===== src/rtl/gpu_timing_pkg.sv =====
// Shared register map, configuration struct and helpers for the programmable
// video timing generator and its per-axis sub-block.
package gpu_timing_pkg;

    localparam int CNT_W = 12;
    localparam int SUM_W = 14;
    localparam logic [SUM_W-1:0] MAX_TOTAL = 14'd4096;

    localparam logic [3:0] ADDR_H_RES  = 4'd0;
    localparam logic [3:0] ADDR_H_FP   = 4'd1;
    localparam logic [3:0] ADDR_H_SYNC = 4'd2;
    localparam logic [3:0] ADDR_H_BP   = 4'd3;
    localparam logic [3:0] ADDR_V_RES  = 4'd4;
    localparam logic [3:0] ADDR_V_FP   = 4'd5;
    localparam logic [3:0] ADDR_V_SYNC = 4'd6;
    localparam logic [3:0] ADDR_V_BP   = 4'd7;
    localparam logic [3:0] ADDR_POL    = 4'd8;
    localparam logic [3:0] ADDR_LINE   = 4'd9;
    localparam logic [3:0] ADDR_SCALE  = 4'd10;

    typedef struct packed {
        logic [CNT_W-1:0] hRes;
        logic [CNT_W-1:0] hFp;
        logic [CNT_W-1:0] hSync;
        logic [CNT_W-1:0] hBp;
        logic [CNT_W-1:0] vRes;
        logic [CNT_W-1:0] vFp;
        logic [CNT_W-1:0] vSync;
        logic [CNT_W-1:0] vBp;
        logic [1:0]       pol;
        logic [CNT_W-1:0] lineCompare;
        logic [1:0]       hShift;
        logic [1:0]       vShift;
    } timing_cfg_t;

    typedef enum logic {
        ST_IDLE,
        ST_PENDING
    } commit_state_t;

    // Widened so that four maximal 12-bit fields can never wrap the sum.
    function automatic logic [SUM_W-1:0] axisTotal(
        input logic [CNT_W-1:0] fp,
        input logic [CNT_W-1:0] sync,
        input logic [CNT_W-1:0] bp,
        input logic [CNT_W-1:0] res
    );
        return SUM_W'(fp) + SUM_W'(sync) + SUM_W'(bp) + SUM_W'(res);
    endfunction

    function automatic timing_cfg_t makeDefaultCfg(
        input int         hRes,
        input int         hFp,
        input int         hSync,
        input int         hBp,
        input int         vRes,
        input int         vFp,
        input int         vSync,
        input int         vBp,
        input logic [1:0] pol
    );
        timing_cfg_t cfg;
        cfg.hRes        = CNT_W'(hRes);
        cfg.hFp         = CNT_W'(hFp);
        cfg.hSync       = CNT_W'(hSync);
        cfg.hBp         = CNT_W'(hBp);
        cfg.vRes        = CNT_W'(vRes);
        cfg.vFp         = CNT_W'(vFp);
        cfg.vSync       = CNT_W'(vSync);
        cfg.vBp         = CNT_W'(vBp);
        cfg.pol         = pol;
        cfg.lineCompare = '0;
        cfg.hShift      = '0;
        cfg.vShift      = '0;
        return cfg;
    endfunction

endpackage


===== src/rtl/timing_axis.sv =====
// One raster axis: decodes a position counter into sync, active flag,
// end-of-axis flag and the down-scaled active coordinate.
module timing_axis
    import gpu_timing_pkg::*;
(
    input  logic [CNT_W-1:0] i_count,
    input  logic [CNT_W-1:0] i_fp,
    input  logic [CNT_W-1:0] i_sync,
    input  logic [CNT_W-1:0] i_bp,
    input  logic [CNT_W-1:0] i_res,
    input  logic             i_pol,
    input  logic [1:0]       i_shift,
    output logic             o_sync,
    output logic             o_active,
    output logic             o_last,
    output logic [CNT_W-1:0] o_coord
);

    logic [SUM_W-1:0] w_count;
    logic [SUM_W-1:0] w_syncEnd;
    logic [SUM_W-1:0] w_activeSta;
    logic [SUM_W-1:0] w_total;
    logic [SUM_W-1:0] w_offset;
    logic             w_inSync;

    assign w_count     = SUM_W'(i_count);
    assign w_syncEnd   = SUM_W'(i_fp) + SUM_W'(i_sync);
    assign w_activeSta = w_syncEnd + SUM_W'(i_bp);
    assign w_total     = axisTotal(i_fp, i_sync, i_bp, i_res);
    assign w_offset    = w_count - w_activeSta;

    // Segment order along the axis is front porch, sync, back porch, active.
    assign w_inSync = (w_count >= SUM_W'(i_fp)) && (w_count < w_syncEnd);
    assign o_sync   = i_pol ? w_inSync : ~w_inSync;
    assign o_active = (w_count >= w_activeSta) && (w_count < w_total);
    assign o_last   = (w_count == (w_total - SUM_W'(1)));
    assign o_coord  = o_active ? CNT_W'(w_offset >> i_shift) : '0;

endmodule


===== src/rtl/timing_generator_prog.sv =====
// Programmable video timing generator: shadow/active configuration with
// frame-boundary commit, raster counters and video control outputs.
module timing_generator_prog
    import gpu_timing_pkg::*;
#(
    parameter int         H_RES_D         = 640,
    parameter int         H_FP_D          = 16,
    parameter int         H_SYNC_D        = 96,
    parameter int         H_BP_D          = 48,
    parameter int         V_RES_D         = 480,
    parameter int         V_FP_D          = 10,
    parameter int         V_SYNC_D        = 2,
    parameter int         V_BP_D          = 33,
    parameter logic [1:0] POL_D           = 2'b00,
    parameter int         INTERRUPT_TICKS = 32
)(
    input  logic             clkPixel,
    input  logic             nReset,
    input  logic             cfgWe,
    input  logic [3:0]       cfgAddr,
    input  logic [11:0]      cfgData,
    input  logic             cfgApply,
    output logic             cfgBusy,
    output logic             cfgErr,
    output logic [11:0]      h_count,
    output logic [11:0]      v_count,
    output logic [11:0]      x,
    output logic [11:0]      y,
    output logic             hsync,
    output logic             vsync,
    output logic             csync,
    output logic             blank,
    output logic             frameDrawn,
    output logic             lineIrq
);

    localparam timing_cfg_t CFG_DEFAULT = makeDefaultCfg(H_RES_D, H_FP_D, H_SYNC_D, H_BP_D,
                                                         V_RES_D, V_FP_D, V_SYNC_D, V_BP_D,
                                                         POL_D);

    timing_cfg_t      r_shadow;
    timing_cfg_t      r_active;
    commit_state_t    r_state;
    commit_state_t    w_stateNext;
    logic [CNT_W-1:0] r_hCount;
    logic [CNT_W-1:0] r_vCount;
    logic             r_cfgErr;

    logic [SUM_W-1:0] w_shHTotal;
    logic [SUM_W-1:0] w_shVTotal;
    logic             w_shadowOk;
    logic             w_hLast;
    logic             w_vLast;
    logic             w_wrap;
    logic             w_commit;
    logic             w_writeReject;
    logic             w_hActive;
    logic             w_vActive;
    logic             w_hsync;
    logic             w_vsync;
    logic [CNT_W-1:0] w_hCoord;
    logic [CNT_W-1:0] w_vCoord;

    timing_axis u_hAxis (
        .i_count  (r_hCount),
        .i_fp     (r_active.hFp),
        .i_sync   (r_active.hSync),
        .i_bp     (r_active.hBp),
        .i_res    (r_active.hRes),
        .i_pol    (r_active.pol[0]),
        .i_shift  (r_active.hShift),
        .o_sync   (w_hsync),
        .o_active (w_hActive),
        .o_last   (w_hLast),
        .o_coord  (w_hCoord)
    );

    timing_axis u_vAxis (
        .i_count  (r_vCount),
        .i_fp     (r_active.vFp),
        .i_sync   (r_active.vSync),
        .i_bp     (r_active.vBp),
        .i_res    (r_active.vRes),
        .i_pol    (r_active.pol[1]),
        .i_shift  (r_active.vShift),
        .o_sync   (w_vsync),
        .o_active (w_vActive),
        .o_last   (w_vLast),
        .o_coord  (w_vCoord)
    );

    // A commit is only accepted when both shadow totals fit the 12-bit counters.
    assign w_shHTotal = axisTotal(r_shadow.hFp, r_shadow.hSync, r_shadow.hBp, r_shadow.hRes);
    assign w_shVTotal = axisTotal(r_shadow.vFp, r_shadow.vSync, r_shadow.vBp, r_shadow.vRes);
    assign w_shadowOk = (w_shHTotal <= MAX_TOTAL) && (w_shVTotal <= MAX_TOTAL);

    assign w_wrap        = w_hLast && w_vLast;
    assign w_commit      = w_wrap && ((r_state == ST_PENDING) || cfgApply);
    assign w_writeReject = cfgWe && (cfgData == '0) &&
                           (cfgAddr inside {ADDR_H_RES, ADDR_H_SYNC, ADDR_V_RES, ADDR_V_SYNC});

    always_comb begin
        w_stateNext = r_state;
        if (w_commit) begin
            w_stateNext = ST_IDLE;
        end else if (cfgApply) begin
            w_stateNext = ST_PENDING;
        end
    end

    always_ff @(posedge clkPixel or negedge nReset) begin
        if (!nReset) begin
            r_state <= ST_IDLE;
        end else begin
            r_state <= w_stateNext;
        end
    end

    // A write in the wrap cycle lands after the commit has sampled the shadow.
    always_ff @(posedge clkPixel or negedge nReset) begin
        if (!nReset) begin
            r_shadow <= CFG_DEFAULT;
        end else if (cfgWe && !w_writeReject) begin
            case (cfgAddr)
                ADDR_H_RES:  r_shadow.hRes        <= cfgData;
                ADDR_H_FP:   r_shadow.hFp         <= cfgData;
                ADDR_H_SYNC: r_shadow.hSync       <= cfgData;
                ADDR_H_BP:   r_shadow.hBp         <= cfgData;
                ADDR_V_RES:  r_shadow.vRes        <= cfgData;
                ADDR_V_FP:   r_shadow.vFp         <= cfgData;
                ADDR_V_SYNC: r_shadow.vSync       <= cfgData;
                ADDR_V_BP:   r_shadow.vBp         <= cfgData;
                ADDR_POL:    r_shadow.pol         <= cfgData[1:0];
                ADDR_LINE:   r_shadow.lineCompare <= cfgData;
                ADDR_SCALE: begin
                    r_shadow.hShift <= cfgData[1:0];
                    r_shadow.vShift <= cfgData[3:2];
                end
                default: ;
            endcase
        end
    end

    always_ff @(posedge clkPixel or negedge nReset) begin
        if (!nReset) begin
            r_active <= CFG_DEFAULT;
            r_hCount <= '0;
            r_vCount <= '0;
            r_cfgErr <= 1'b0;
        end else begin
            r_cfgErr <= w_writeReject || (w_commit && !w_shadowOk);
            if (w_commit && w_shadowOk) begin
                r_active <= r_shadow;
            end
            if (w_hLast) begin
                r_hCount <= '0;
                r_vCount <= w_vLast ? '0 : r_vCount + CNT_W'(1);
            end else begin
                r_hCount <= r_hCount + CNT_W'(1);
            end
        end
    end

    assign cfgBusy    = (r_state == ST_PENDING);
    assign cfgErr     = r_cfgErr;
    assign h_count    = r_hCount;
    assign v_count    = r_vCount;
    assign x          = w_hCoord;
    assign y          = w_vCoord;
    assign hsync      = w_hsync;
    assign vsync      = w_vsync;
    assign csync      = ~(w_hsync ^ w_vsync);
    assign blank      = ~(w_hActive && w_vActive);
    assign frameDrawn = (r_vCount == '0) && (int'(r_hCount) < INTERRUPT_TICKS);
    assign lineIrq    = (r_hCount == '0) && (r_vCount == r_active.lineCompare);

endmodule


===== config.mk =====
export PLATFORM = sky130hd
export DESIGN_NAME = timing_generator_prog
export DESIGN_NICKNAME = d
export VERILOG_FILES = /design/src/rtl/gpu_timing_pkg.sv /design/src/rtl/timing_axis.sv /design/src/rtl/timing_generator_prog.sv
export SDC_FILE = /design/constraint.sdc
export NUM_CORES = 1
export LEC_CHECK = 0
export ABC_CLOCK_PERIOD_IN_PS = 12300
export BUFFER_PORTS_ARGS = -buffer_cell sky130_fd_sc_hd__buf_2
export CAP_MARGIN = 15
export CORE_ASPECT_RATIO = 1.2
export CORE_UTILIZATION = 55
export CTS_BUF_LIST = sky130_fd_sc_hd__clkbuf_8
export CTS_CLUSTER_DIAMETER = 200
export CTS_CLUSTER_SIZE = 12
export DETAILED_ROUTE_END_ITERATION = 8
export HOLD_SLACK_MARGIN = 0.1
export MAX_ROUTING_LAYER = met4
export PLACE_DENSITY = 0.72
export SYNTH_ARGS = -nofsm -noshare
export SYNTH_HDL_FRONTEND = slang
export SYNTH_SLANG_ARGS = --single-unit

===== constraint.sdc =====
create_clock -name clkPixel -period 12.3 [get_ports clkPixel]
set_input_delay 0.615 -clock clkPixel [delete_from_list [all_inputs] [get_ports clkPixel]]
set_output_delay 0.615 -clock clkPixel [all_outputs]
set_load 0.01 [all_outputs]

==> results by group, run 1 <==
Status
  – Outcome: finished clean

STA
  – Slew at the pin closest to its max-slew limit: 1.16 ns
  – Slew Limit Fails: 0
  – RSZ-0062 raised after global routing: false
  – Final count of negative-setup-slack endpoints: 0
  – Min Tclk post-route: 8.24 ns
  – Fin. Hold Viols: 0
  – Final TNS setup: 0 ns
  – Final Cycle Share: 0.670
  – Final Skew: 0.0327 ns
  – Fmax: 121 MHz
  – Slew margin rel.: 0.225
  – Final hold slack: 0.371 ns

Global routing
  – Vias in the first global route: 14600
  – Global-route wire length before repair: 77900 um
  – Largest net degree at the start of global routing: 74
  – Overall track demand over capacity in global routing: 0.275
  – Global route overflow: 0
  – Initial antenna violation count: 0

Yosys
  – Compound-Gate Fraction of Synth Area: 0.136
  – Primary FF master, synth: dfrtp_1
  – Ys Warns: 0
  – Cells after synthesis: 1909
  – Yosys cell types: 84
  – FF+latch count, synth: 254
  – Post-synthesis sequential area ratio: 0.320
  – Mapped cell area: 20000 sq um
  – Post-synth EDFFs: 0
  – Post-synthesis area per instance: 10.5 sq um
  – Xor/xnor share of the synthesized area: 0.0642
  – Simple-gate share of the synthesized area: 0.105
  – Syn nets: 2187
  – Main combinational cell family by area after synthesis: adder cells
  – Multiplexer share of the synthesized area: 0.151
  – Synth Area in Adders: 0.183
  – Synth async-reset ratio: 1.00

Clock tree
  – CTS H-tree depth: 1
  – CTS Sinks: 254
  – Clock Tree Buf Depth: 3
  – CTS tree: yes
  – CTS buffer count: 25
  – Clock Tree Root: clkbuf_8
  – Clock slew at reported path FFs: 0.10 ns
  – Post-CTS Setup Inserts: 0
  – Worst skew pair latency: 0.57 ns

Placement
  – Port buffer count: 75
  – DP Wirelength: 38100 um
  – Placed Area: 20700 sq um
  – Placer Congestion: 0.930
  – Placed insts: 2399

Layout
  – Non-filler instance count after layout: 2445
  – Layout Nets: 2239
  – Layout area overhead: 6.09%
  – Commonest non-fill, non-tap cells in the layout: dfrtp_1 (222), ha_1 (202), mux2_2 (171)
  – Diodes inserted: 0
  – Register area: 6400 sq um
  – Commonest non-fill, non-tap cell in the layout: dfrtp_1
  – Fill cells: 2978
  – Area of the multi-input gates: 12800 sq um
  – Design area: 21200 sq um
  – Final core occ: 0.591
  – Share of cells above drive strength 1: 0.203

Detailed routing
  – Drt pass-1 iters: 5
  – Vias per cell: 5.95
  – Routed WL per cell: 19.8 um
  – Total Wirelength: 48400 um
  – Via count: 14500
  – DRC Markers: 0
  – Initial drt markers: 752
  – ANT nets after route: 0

Floorplan
  – Number of I/O pins: 76
  – Total die area: 37100 sq um
  – Rows: 76
  – Die height: 211 um
  – Initial core utilization: 0.557
  – Core Footprint: 35800 sq um
  – Die X: 176 um

Hold path
  – Hold_sp: cfgApply
  – Hold path endpoint: cfgBusy$_DFFE_PN0P_
  – Hold Path Class: in -> reg
  – Hold path cells: 3

Worst setup path
  – CP Data Arrival Time: 8.68 ns
  – R2R Setup Slk: 4.06 ns
  – Origin of the critical flop-to-flop path: r_active[31]$_DFFE_PN1P_
  – Startpoint Class: flip-flop
  – Worst R2R End: r_active[98]$_DFFE_PN0P_
  – Critical setup path kind: reg -> reg
  – CP endpoint kind: flip-flop
  – Worst reg2reg path depth: 25
  – Crit Path Max Fanout: 73
  – Req. time, crit path: 12.74 ns

Pwr
  – Net Sw Frac: 0.392
  – Leakage power: 0.0103 uW
  – Internal Power: 1670 uW
  – Power per cell area: 130 nW/um^2
  – Peak VDD IR: 0.000106 V
  – Comb pwr share: 0.444
  – Switching power: 1070 uW
  – Reg power frac: 0.381
  – Clock share of power: 0.175

Run
  – Max_cap viols: 0
==> registers in the layout, summed over array words and instances, names as in the netlist <==
signal,cells
r_active,114
r_shadow,114
h_count,12
v_count,12
cfgBusy,1
cfgErr,1
==> worst max path at each step <==
stage                                   from                   endpoint  slack, ns  cells past startpoint
floorplan           r_active[43]$_DFFE_PN1P_  r_active[100]$_DFFE_PN0P_       6.39                     27
global placement    r_active[43]$_DFFE_PN1P_    r_active[3]$_DFFE_PN0P_       4.35                     25
detailed placement  r_active[31]$_DFFE_PN1P_    r_active[3]$_DFFE_PN0P_       4.19                     25
CTS                 r_active[31]$_DFFE_PN1P_   r_active[17]$_DFFE_PN0P_       4.15                     25
global route        r_active[31]$_DFFE_PN1P_   r_active[15]$_DFFE_PN0P_       3.56                     25
finish              r_active[31]$_DFFE_PN1P_   r_active[98]$_DFFE_PN0P_       4.06                     25
==> metal layers <==
| metal | part of all wire | GRT usage |
|---|---|---|
| met5 | 0 | - |
| met4 | 0.020 | 0.0636 |
| met3 | 0.034 | 0.0196 |
| met2 | 0.47 | 0.442 |
| met1 | 0.48 | 0.381 |
==> worst max-delay path: stages (launching register included) <==
cell       delay (ns)
dfstp_2          0.57
ha_1             0.23
a21o_1           0.17
a21oi_1          0.22
o21bai_1         0.09
a21oi_1          0.24
o21bai_1         0.09
a21oi_1          0.25
xnor2_1          0.13
ha_1             0.35
inv_1            0.05
o31ai_1          0.35
xor2_1           0.18
ha_1             0.41
nand4_1          0.13
nor4_1           0.36
nor2_1           0.10
xor2_1           0.28
and3_1           0.34
a21o_1           0.18
nor4b_1          0.27
nor3_1           0.15
a2111oi_4        0.80
nand4b_4         0.88
buf_4            0.76
mux2_4           0.45
==> synthesized netlist by cell type (all sizes together) (20+ instances only) <==
| cell type | count | area [sq um] |
|---|---|---|
| nor2b | 28 | 175 |
| nand2 | 54 | 203 |
| nor3 | 37 | 185 |
| nor2 | 116 | 435 |
| o21a | 20 | 150 |
| xor2 | 60 | 526 |
| buf | 27 | 165 |
| clkbuf | 39 | 146 |
| xnor2 | 82 | 733 |
| fa | 56 | 1120 |
| a21o | 48 | 360 |
| ha | 202 | 2530 |
| dfstp | 32 | 841 |
| inv | 132 | 495 |
| mux2 | 235 | 2870 |
| o21ai | 91 | 455 |
| a211oi | 44 | 340 |
| nor4 | 21 | 138 |
| nand2b | 28 | 175 |
| nand3 | 25 | 130 |
| dfrtp | 222 | 5560 |
| a21oi | 95 | 475 |
==> through the flow <==
| stage | setup WS [ns] | power (uW) |
|---|---|---|
| floorplan | 6.39 | 1930 |
| finish | 4.06 | 2740 |
| CTS | 4.15 | 2740 |
| global placement | 4.35 | 2220 |
| detailed placement | 4.19 | 2260 |
| global route | 3.56 | 2960 |
==> timing repair <==
item	4_1_cts	5_1_grt
hold buffers	1	0
gates resized for setup	0	0
hold endpoints to repair	69	0
==> power groups by stage <==
stage               logic [uW]  registers (uW)  clock network [uW]
finish                    1220            1040                 480
global route              1380            1060                 525
floorplan                  921            1010                   0
CTS                       1210            1040                 491
global placement          1170            1050                   0
detailed placement        1200            1060                   0
==> cell type report <==
| type | instances | area share |
|---|---|---|
| flip-flops and latches | 254 | 0.302 |
| clock inverters | 18 | 0.00355 |
| well taps | 468 | 0.0277 |
| repair buffers | 91 | 0.0240 |
| multi-input cells | 1456 | 0.603 |
| inverters | 133 | 0.0236 |
| clock buffers | 25 | 0.0163 |
==> kinds of logic after synthesis <==
| family | after synthesis |
|---|---|
| AND/OR/NAND/NOR | 400 |
| buffers and inverters | 199 |
| adder cells (fa/ha/maj) | 258 |
| XOR/XNOR | 143 |
| multiplexers | 249 |
| AO/OA/AOI/OAI | 406 |
| flip-flops | 254 |
(Power assumes the default switching activity.)
==> inputs of run 2 (changes only) <==
--- a/config.mk
+++ b/config.mk
@@ -5,7 +5,7 @@
 export SDC_FILE = /design/constraint.sdc
 export NUM_CORES = 1
 export LEC_CHECK = 0
-export ABC_CLOCK_PERIOD_IN_PS = 12300
+export ABC_CLOCK_PERIOD_IN_PS = 7150
 export BUFFER_PORTS_ARGS = -buffer_cell sky130_fd_sc_hd__buf_2
 export CAP_MARGIN = 15
 export CORE_ASPECT_RATIO = 1.2
@@ -16,7 +16,7 @@
 export DETAILED_ROUTE_END_ITERATION = 8
 export HOLD_SLACK_MARGIN = 0.1
 export MAX_ROUTING_LAYER = met4
-export PLACE_DENSITY = 0.72
+export PLACE_DENSITY = 0.75
 export SYNTH_ARGS = -nofsm -noshare
 export SYNTH_HDL_FRONTEND = slang
 export SYNTH_SLANG_ARGS = --single-unit
==> constraint.sdc (replaced) <==
create_clock -name clkPixel -period 7.15 [get_ports clkPixel]
set_input_delay 0.3575 -clock clkPixel [delete_from_list [all_inputs] [get_ports clkPixel]]
set_output_delay 0.3575 -clock clkPixel [all_outputs]
set_load 0.01 [all_outputs]
==> run 2 against run 1 <==
Net effect: the flow now finishes with violations (design-rule violations); largest power group unchanged; cell count up 0.41%; combinational power up 74%; critical path depth down 1; non-clock buffer count up 8; highest routed layer unchanged; routed wire length up 1.6%; sequential share of layout area down 0.29 points; first-iteration DRC count up 50%; worst setup slack worse by 3.7 ns; sequential power up 72%.
==> results by group, run 2 (synthesized netlist as in run 1, its figures left out) <==
Status
  – Outcome: finished, violations left
  – Failing checks: design-rule violations

Clock tree
  – CTS buffer count: 25 (unchanged)
  – CTS H-tree depth: 1 (unchanged)
  – CTS tree: yes
  – Clock Tree Root: clkbuf_8
  – Clock Tree Buf Depth: 3 (unchanged)
  – Clock slew at reported path FFs: 0.12 ns (+0.02 ns)
  – CTS Sinks: 254 (unchanged)
  – Worst skew pair latency: 0.60 ns (+0.03 ns)

Global routing
  – Global route overflow: 0 (unchanged)
  – Largest net degree at the start of global routing: 140 (+89%)
  – Initial antenna violation count: 0 (unchanged)
  – Vias in the first global route: 14900 (+2.2%)
  – Overall track demand over capacity in global routing: 0.278 (+0.00266)
  – Global-route wire length before repair: 79100 um (+1.5%)

STA
  – Final Skew: 0.0638 ns (+0.0310 ns)
  – Min Tclk post-route: 6.75 ns
  – Final Cycle Share: 0.944
  – RSZ-0062 raised after global routing: false
  – Fin. Hold Viols: 0 (unchanged)
  – Slew margin rel.: 0.247 (+0.0224)
  – Final TNS setup: 0 ns (unchanged)
  – Slew Limit Fails: 0 (unchanged)
  – Final count of negative-setup-slack endpoints: 0 (unchanged)
  – Setup ws final: 0.403 ns (-3.66 ns)
  – Fmax: 148 MHz
  – Slew at the pin closest to its max-slew limit: 1.13 ns (-0.0335 ns)

Detailed routing
  – Vias per cell: 6.01 (+1.1%)
  – Routed WL per cell: 20.0 um (+1.2%)
  – ANT nets after route: 0 (unchanged)
  – Initial drt markers: 1125 (+50%)
  – Via count: 14800 (+1.5%)
  – Total Wirelength: 49200 um (+1.6%)
  – Drt pass-1 iters: 7 (+2)
  – DRC Markers: 2 (+2)

Layout
  – Share of cells above drive strength 1: 0.210 (+0.00703)
  – Layout area overhead: 7.13%
  – Commonest non-fill, non-tap cell in the layout: dfrtp_1
  – Diodes inserted: 0 (unchanged)
  – Layout Nets: 2248 (+0.40%)
  – Final core occ: 0.596 (+0.00579)
  – Non-filler instance count after layout: 2455 (+0.41%)
  – Commonest non-fill, non-tap cells in the layout: dfrtp_1 (222), ha_1 (202), mux2_2 (171)
  – Fill cells: 2966 (-0.40%)
  – Largest regs: r_active (114), r_shadow (114)

Hold path
  – Hold Path Class: in -> reg

Floorplan
  – Die height: 211 um (unchanged)
  – Total die area: 37100 sq um (unchanged)
  – Die X: 176 um (unchanged)
  – Core Footprint: 35800 sq um (unchanged)
  – Rows: 76 (unchanged)
  – Initial core utilization: 0.557 (unchanged)
  – Number of I/O pins: 76 (unchanged)

Pwr
  – Leakage power: 0.0104 uW (+1.2%)
  – Power per cell area: 223 nW/um^2 (+72%)
  – Tot Pwr: 4760 uW (+73%)
  – Peak VDD IR: 0.000150 V (+42%)

Worst setup path
  – CP endpoint kind: primary output
  – Critical setup path kind: reg -> out
  – Startpoint Class: flip-flop
  – CP Data Arrival Time: 6.39 ns (-2.29 ns)
  – Crit Path Max Fanout: 12 (-84%)
  – Req. time, crit path: 6.79 ns (-5.95 ns)

Placement
  – Port buffer count: 75 (unchanged)
  – DP Wirelength: 38200 um (+0.28%)
  – Placer Congestion: 0.976 (+5.0%)
  – Post-Place Setup Slack: 0.291 ns (-3.90 ns)
  – Placed insts: 2404 (+0.21%)

Run
  – Max_cap viols: 0 (unchanged)
==> run 2: changes by cell type in the layout (fill, tap and decap cells not counted), sizes merged <==
cell | previous run | this run
nand4b | 2 | 3
inv | 150 | 151
dlygate4sd3 | 1 | 2
buf | 90 | 97
==> run 2: what timing repair did <==
action,in CTS,in global routing
hold endpoints to repair,129,0
buffers inserted,2,1
hold buffers,2,0
setup endpoints to repair,2,139
pin swaps,1,3
gates cloned,0,1
gates resized for setup,0,11
==> run 2: power breakdown <==
group	internal [uW]	switching [uW]	total [uW]
logic	944	1180	2120
clock network	329	514	844
registers	1600	191	1790
==> run 2: final timing paths <==
kind	slack [ns]	start	depth (start not counted)	end
hold reg to reg	0.49	r_shadow[9]$_DFFE_PN0P_	1	r_active[9]$_DFFE_PN0P_
hold / removal	0.21	cfgData[11]	2	r_shadow[77]$_DFFE_PN0P_
setup / recovery	0.40	r_active[42]$_DFFE_PN0P_	24	blank
max in group asynchronous	5.31	nReset	3	r_shadow[82]$_DFFE_PN0P_
setup reg to reg	0.42	r_active[42]$_DFFE_PN0P_	23	r_active[41]$_DFFE_PN0P_
min in group asynchronous	0.36	nReset	2	h_count[7]$_DFF_PN0_
==> run 2: metal layers <==
layer	up-vias	routed length, um	global-route usage
li1	6989	-	-
met1	7404	23000	0.380
met2	311	22900	0.444
met3	60	2120	0.0221
met4	0	1190	0.0783
met5	-	0	-
==> run 2: metrics by stage <==
stage          instance area [sq um]  hold slack (ns)
2_1_floorplan                  20000           0.0619
3_3_place_gp                   20800            0.473
3_5_place_dp                   20800            0.492
4_1_cts                        21300            0.177
5_1_grt                        21400            0.196
6_report                       21400            0.210
==> run 2: layout make-up <==
class / instances / area, sq um / share of cell area
clock buffer: 25 / 344 / 0.0161
clock inverter: 19 / 78.8 / 0.00369
inverter: 133 / 499 / 0.0233
multi-input combinational: 1457 / 12900 / 0.601
sequential: 254 / 6400 / 0.299
tap: 468 / 586 / 0.0274
timing repair buffer: 99 / 624 / 0.0292
==> run 2: worst max-delay path: stages, from the launching register on <==
cell and delay (ns):
dfrtp_1 0.42, ha_1 0.22, fa_1 0.43, a211oi_1 0.33, o21bai_1 0.13, a21oi_1 0.20, xnor2_1 0.19, ha_1 0.26
or3_1 0.12, o21ai_0 0.12, o31ai_1 0.36, xor2_1 0.19, ha_1 0.44, nand4_1 0.22, o221ai_2 0.30, nor2_1 0.10
xor2_1 0.29, ha_1 0.29, o21ai_0 0.16, a21oi_1 0.06, o31ai_1 0.21, nand4_1 0.12, buf_4 0.20, or2_2 0.29
buf_2 0.14
==> inputs of run 3 (changes only) <==
--- a/config.mk
+++ b/config.mk
@@ -6,7 +6,6 @@
 export NUM_CORES = 1
 export LEC_CHECK = 0
 export ABC_CLOCK_PERIOD_IN_PS = 7150
-export BUFFER_PORTS_ARGS = -buffer_cell sky130_fd_sc_hd__buf_2
 export CAP_MARGIN = 15
 export CORE_ASPECT_RATIO = 1.2
 export CORE_UTILIZATION = 55
@@ -14,9 +13,10 @@
 export CTS_CLUSTER_DIAMETER = 200
 export CTS_CLUSTER_SIZE = 12
 export DETAILED_ROUTE_END_ITERATION = 8
+export DONT_BUFFER_PORTS = 1
 export HOLD_SLACK_MARGIN = 0.1
 export MAX_ROUTING_LAYER = met4
-export PLACE_DENSITY = 0.75
+export PLACE_DENSITY = 0.73
 export SYNTH_ARGS = -nofsm -noshare
 export SYNTH_HDL_FRONTEND = slang
 export SYNTH_SLANG_ARGS = --single-unit
==> run 3 against run 2 <==
Net effect: the run now ends clean; register-to-register slack gained 0.10 ns; sequential power is essentially flat; global-route usage shrank 0.31 points; cell area shrank 1.3%; worst setup slack gained 0.12 ns; routed wire length shrank 3.8%; fmax grew 1.8%; first-iteration DRC count shrank 28%; critical path type is now reg -> reg; critical endpoint is now r_active[98]$_DFFE_PN0P_.
==> results by group, run 3 (synthesized netlist as in run 1, its figures left out) <==
Global routing
  – Largest net degree at the start of global routing: 255 (+82%)
  – Initial antenna violation count: 0 (unchanged)
  – Overall track demand over capacity in global routing: 0.275 (-0.00314)
  – Vias in the first global route: 14500 (-2.5%)
  – Global-route wire length before repair: 77700 um (-1.7%)
  – Global route overflow: 0 (unchanged)

Placement
  – Placed Area: 20400 sq um (-2.2%)
  – Placer Congestion: 0.945 (-3.2%)
  – DP Wirelength: 36500 um (-4.4%)
  – Port buffer count: 0 (-100%)
  – Post-Place Setup Slack: 0.335 ns (+0.0441 ns)

STA
  – Final Skew: 0.0528 ns (-0.0109 ns)
  – Final TNS setup: 0 ns (unchanged)
  – RSZ-0062 raised after global routing: false
  – Setup ws final: 0.523 ns (+0.120 ns)
  – Slew Limit Fails: 0 (unchanged)
  – Fmax: 151 MHz (+1.8%)
  – Min Tclk post-route: 6.63 ns (-0.120 ns)
  – Final count of negative-setup-slack endpoints: 0 (unchanged)
  – Fin. Hold Viols: 0 (unchanged)
  – Final Cycle Share: 0.927 (-0.0168)
  – Slew at the pin closest to its max-slew limit: 1.15 ns (+0.0192 ns)
  – Slew margin rel.: 0.230 (-0.0169)

Worst setup path
  – Crit Path Max Fanout: 47 (+35)
  – CP max stage delay: 0.58 ns (+0.14 ns)
  – Critical setup path kind: reg -> reg
  – CP Data Arrival Time: 7.09 ns (+0.70 ns)
  – WP buf/inv: 1 (-1)
  – CP endpoint kind: flip-flop
  – Req. time, crit path: 7.61 ns (+0.82 ns)
  – Startpoint Class: flip-flop
  – Slowest library cell on the worst path: or4_1
  – Most frequent CP cell: ha_1
  – Crit-path leading delay family: simple AND/OR/NAND/NOR gates

Hold path
  – Hold Path Class: in -> reg

Pwr
  – Leakage power: 0.0100 uW (-3.4%)
  – Power per cell area: 224 nW/um^2 (+0.74%)
  – Peak VDD IR: 0.000155 V (+3.0%)
  – Tot Pwr: 4730 uW (-0.58%)

Clock tree
  – CTS Sinks: 254 (unchanged)
  – Worst skew pair latency: 0.61 ns (about the same)
  – CTS buffer count: 25 (unchanged)
  – Clock Tree Root: clkbuf_8
  – CTS H-tree depth: 1 (unchanged)
  – Clock Tree Buf Depth: 3 (unchanged)
  – Clock slew at reported path FFs: 0.08 ns (-0.04 ns)
  – CTS tree: yes

Layout
  – Commonest non-fill, non-tap cell in the layout: dfrtp_1
  – Layout Nets: 2182 (-2.9%)
  – Commonest non-fill, non-tap cells in the layout: dfrtp_1 (222), ha_1 (202), mux2_2 (171)
  – Layout area overhead: 5.73%
  – Largest regs: r_active (114), r_shadow (114)
  – Share of cells above drive strength 1: 0.175 (-0.0344)
  – Final core occ: 0.589 (-0.00782)
  – Design area: 21100 sq um (-1.3%)

Detailed routing
  – Total Wirelength: 47300 um (-3.8%)
  – Drt pass-1 iters: 5 (-2)
  – ANT nets after route: 0 (unchanged)
  – Via count: 14400 (-2.8%)
  – Vias per cell: 6.01 (-0.11%)
  – Initial drt markers: 808 (-28%)
  – DRC Markers: 0 (-2)
  – Routed WL per cell: 19.8 um (-1.1%)

Floorplan
  – Initial core utilization: 0.557 (unchanged)
  – Die height: 211 um (unchanged)
  – Rows: 76 (unchanged)
  – Die X: 176 um (unchanged)
  – Number of I/O pins: 76 (unchanged)
  – Core Footprint: 35800 sq um (unchanged)
  – Total die area: 37100 sq um (unchanged)

Status
  – Outcome: finished clean

Run
  – Max_cap viols: 0 (unchanged)
run 3: cell count changes in the layout (fill, tap and decap cells not counted), moves of 2 or more:
| cell | before | now |
|---|---|---|
| dlygate4sd3_1 | 2 | 17 |
| buf_16 | 0 | 2 |
| buf_12 | 4 | 1 |
| a211oi_2 | 2 | 5 |
| buf_2 | 74 | 0 |
| a211oi_1 | 42 | 39 |
| buf_4 | 17 | 13 |
run 3: power by group:
group          leakage [uW]  internal [uW]  switching [uW]
clock              0.000277            329             510
combinational       0.00650            949            1160
sequential          0.00325           1600             180
total                0.0100           2880            1850
run 3: repair_timing:
| action | 4_1_cts | 5_1_grt |
|---|---|---|
| pin swaps | 0 | 2 |
| hold endpoints to repair | 369 | 0 |
| setup endpoints to repair | 1 | 128 |
| hold buffers | 18 | 0 |
| setup buffers | 0 | 2 |
| resized for setup | 1 | 12 |
run 3: path summary, 6_finish.rpt:
kind / start / end / slack, ns / cells after the start
setup / recovery: r_active[78]$_DFFE_PN0P_ / r_active[98]$_DFFE_PN0P_ / 0.52 / 25
hold reg to reg: r_shadow[1]$_DFFE_PN0P_ / r_active[1]$_DFFE_PN0P_ / 0.50 / 1
setup reg to reg: r_active[78]$_DFFE_PN0P_ / r_active[98]$_DFFE_PN0P_ / 0.52 / 25
max in group asynchronous: nReset / r_shadow[42]$_DFFE_PN0P_ / 5.60 / 3
hold / removal: cfgAddr[1] / r_shadow[102]$_DFFE_PN0P_ / 0.20 / 2
min in group asynchronous: nReset / h_count[5]$_DFF_PN0_ / 0.25 / 2
run 3: routing by layer:
layer	global-route usage	vias up	wire length (um)
li1	-	6870	-
met3	0.0385	74	2280
met5	-	-	0
met2	0.427	281	21500
met1	0.374	7132	22300
met4	0.0786	0	1270
run 3: final cells by class:
type | instances | area (sq um)
Inverter | 133 | 499
Clock buffer | 25 | 344
Clock inverter | 19 | 82.6
Timing Repair Buffer | 34 | 358
Fill cell | 2969 | 14700
Antenna cell | 1 | 2.50
Tap cell | 468 | 586
Multi-Input combinational cell | 1456 | 12800
Sequential cell | 254 | 6400
run 3: stage by stage:
stage	std cells	hold slack, ns
floorplan	1909	0.0619
global placement	2323	0.0658
detailed placement	2323	0.0647
CTS	2385	0.163
global route	2389	0.178
finish	2390	0.202
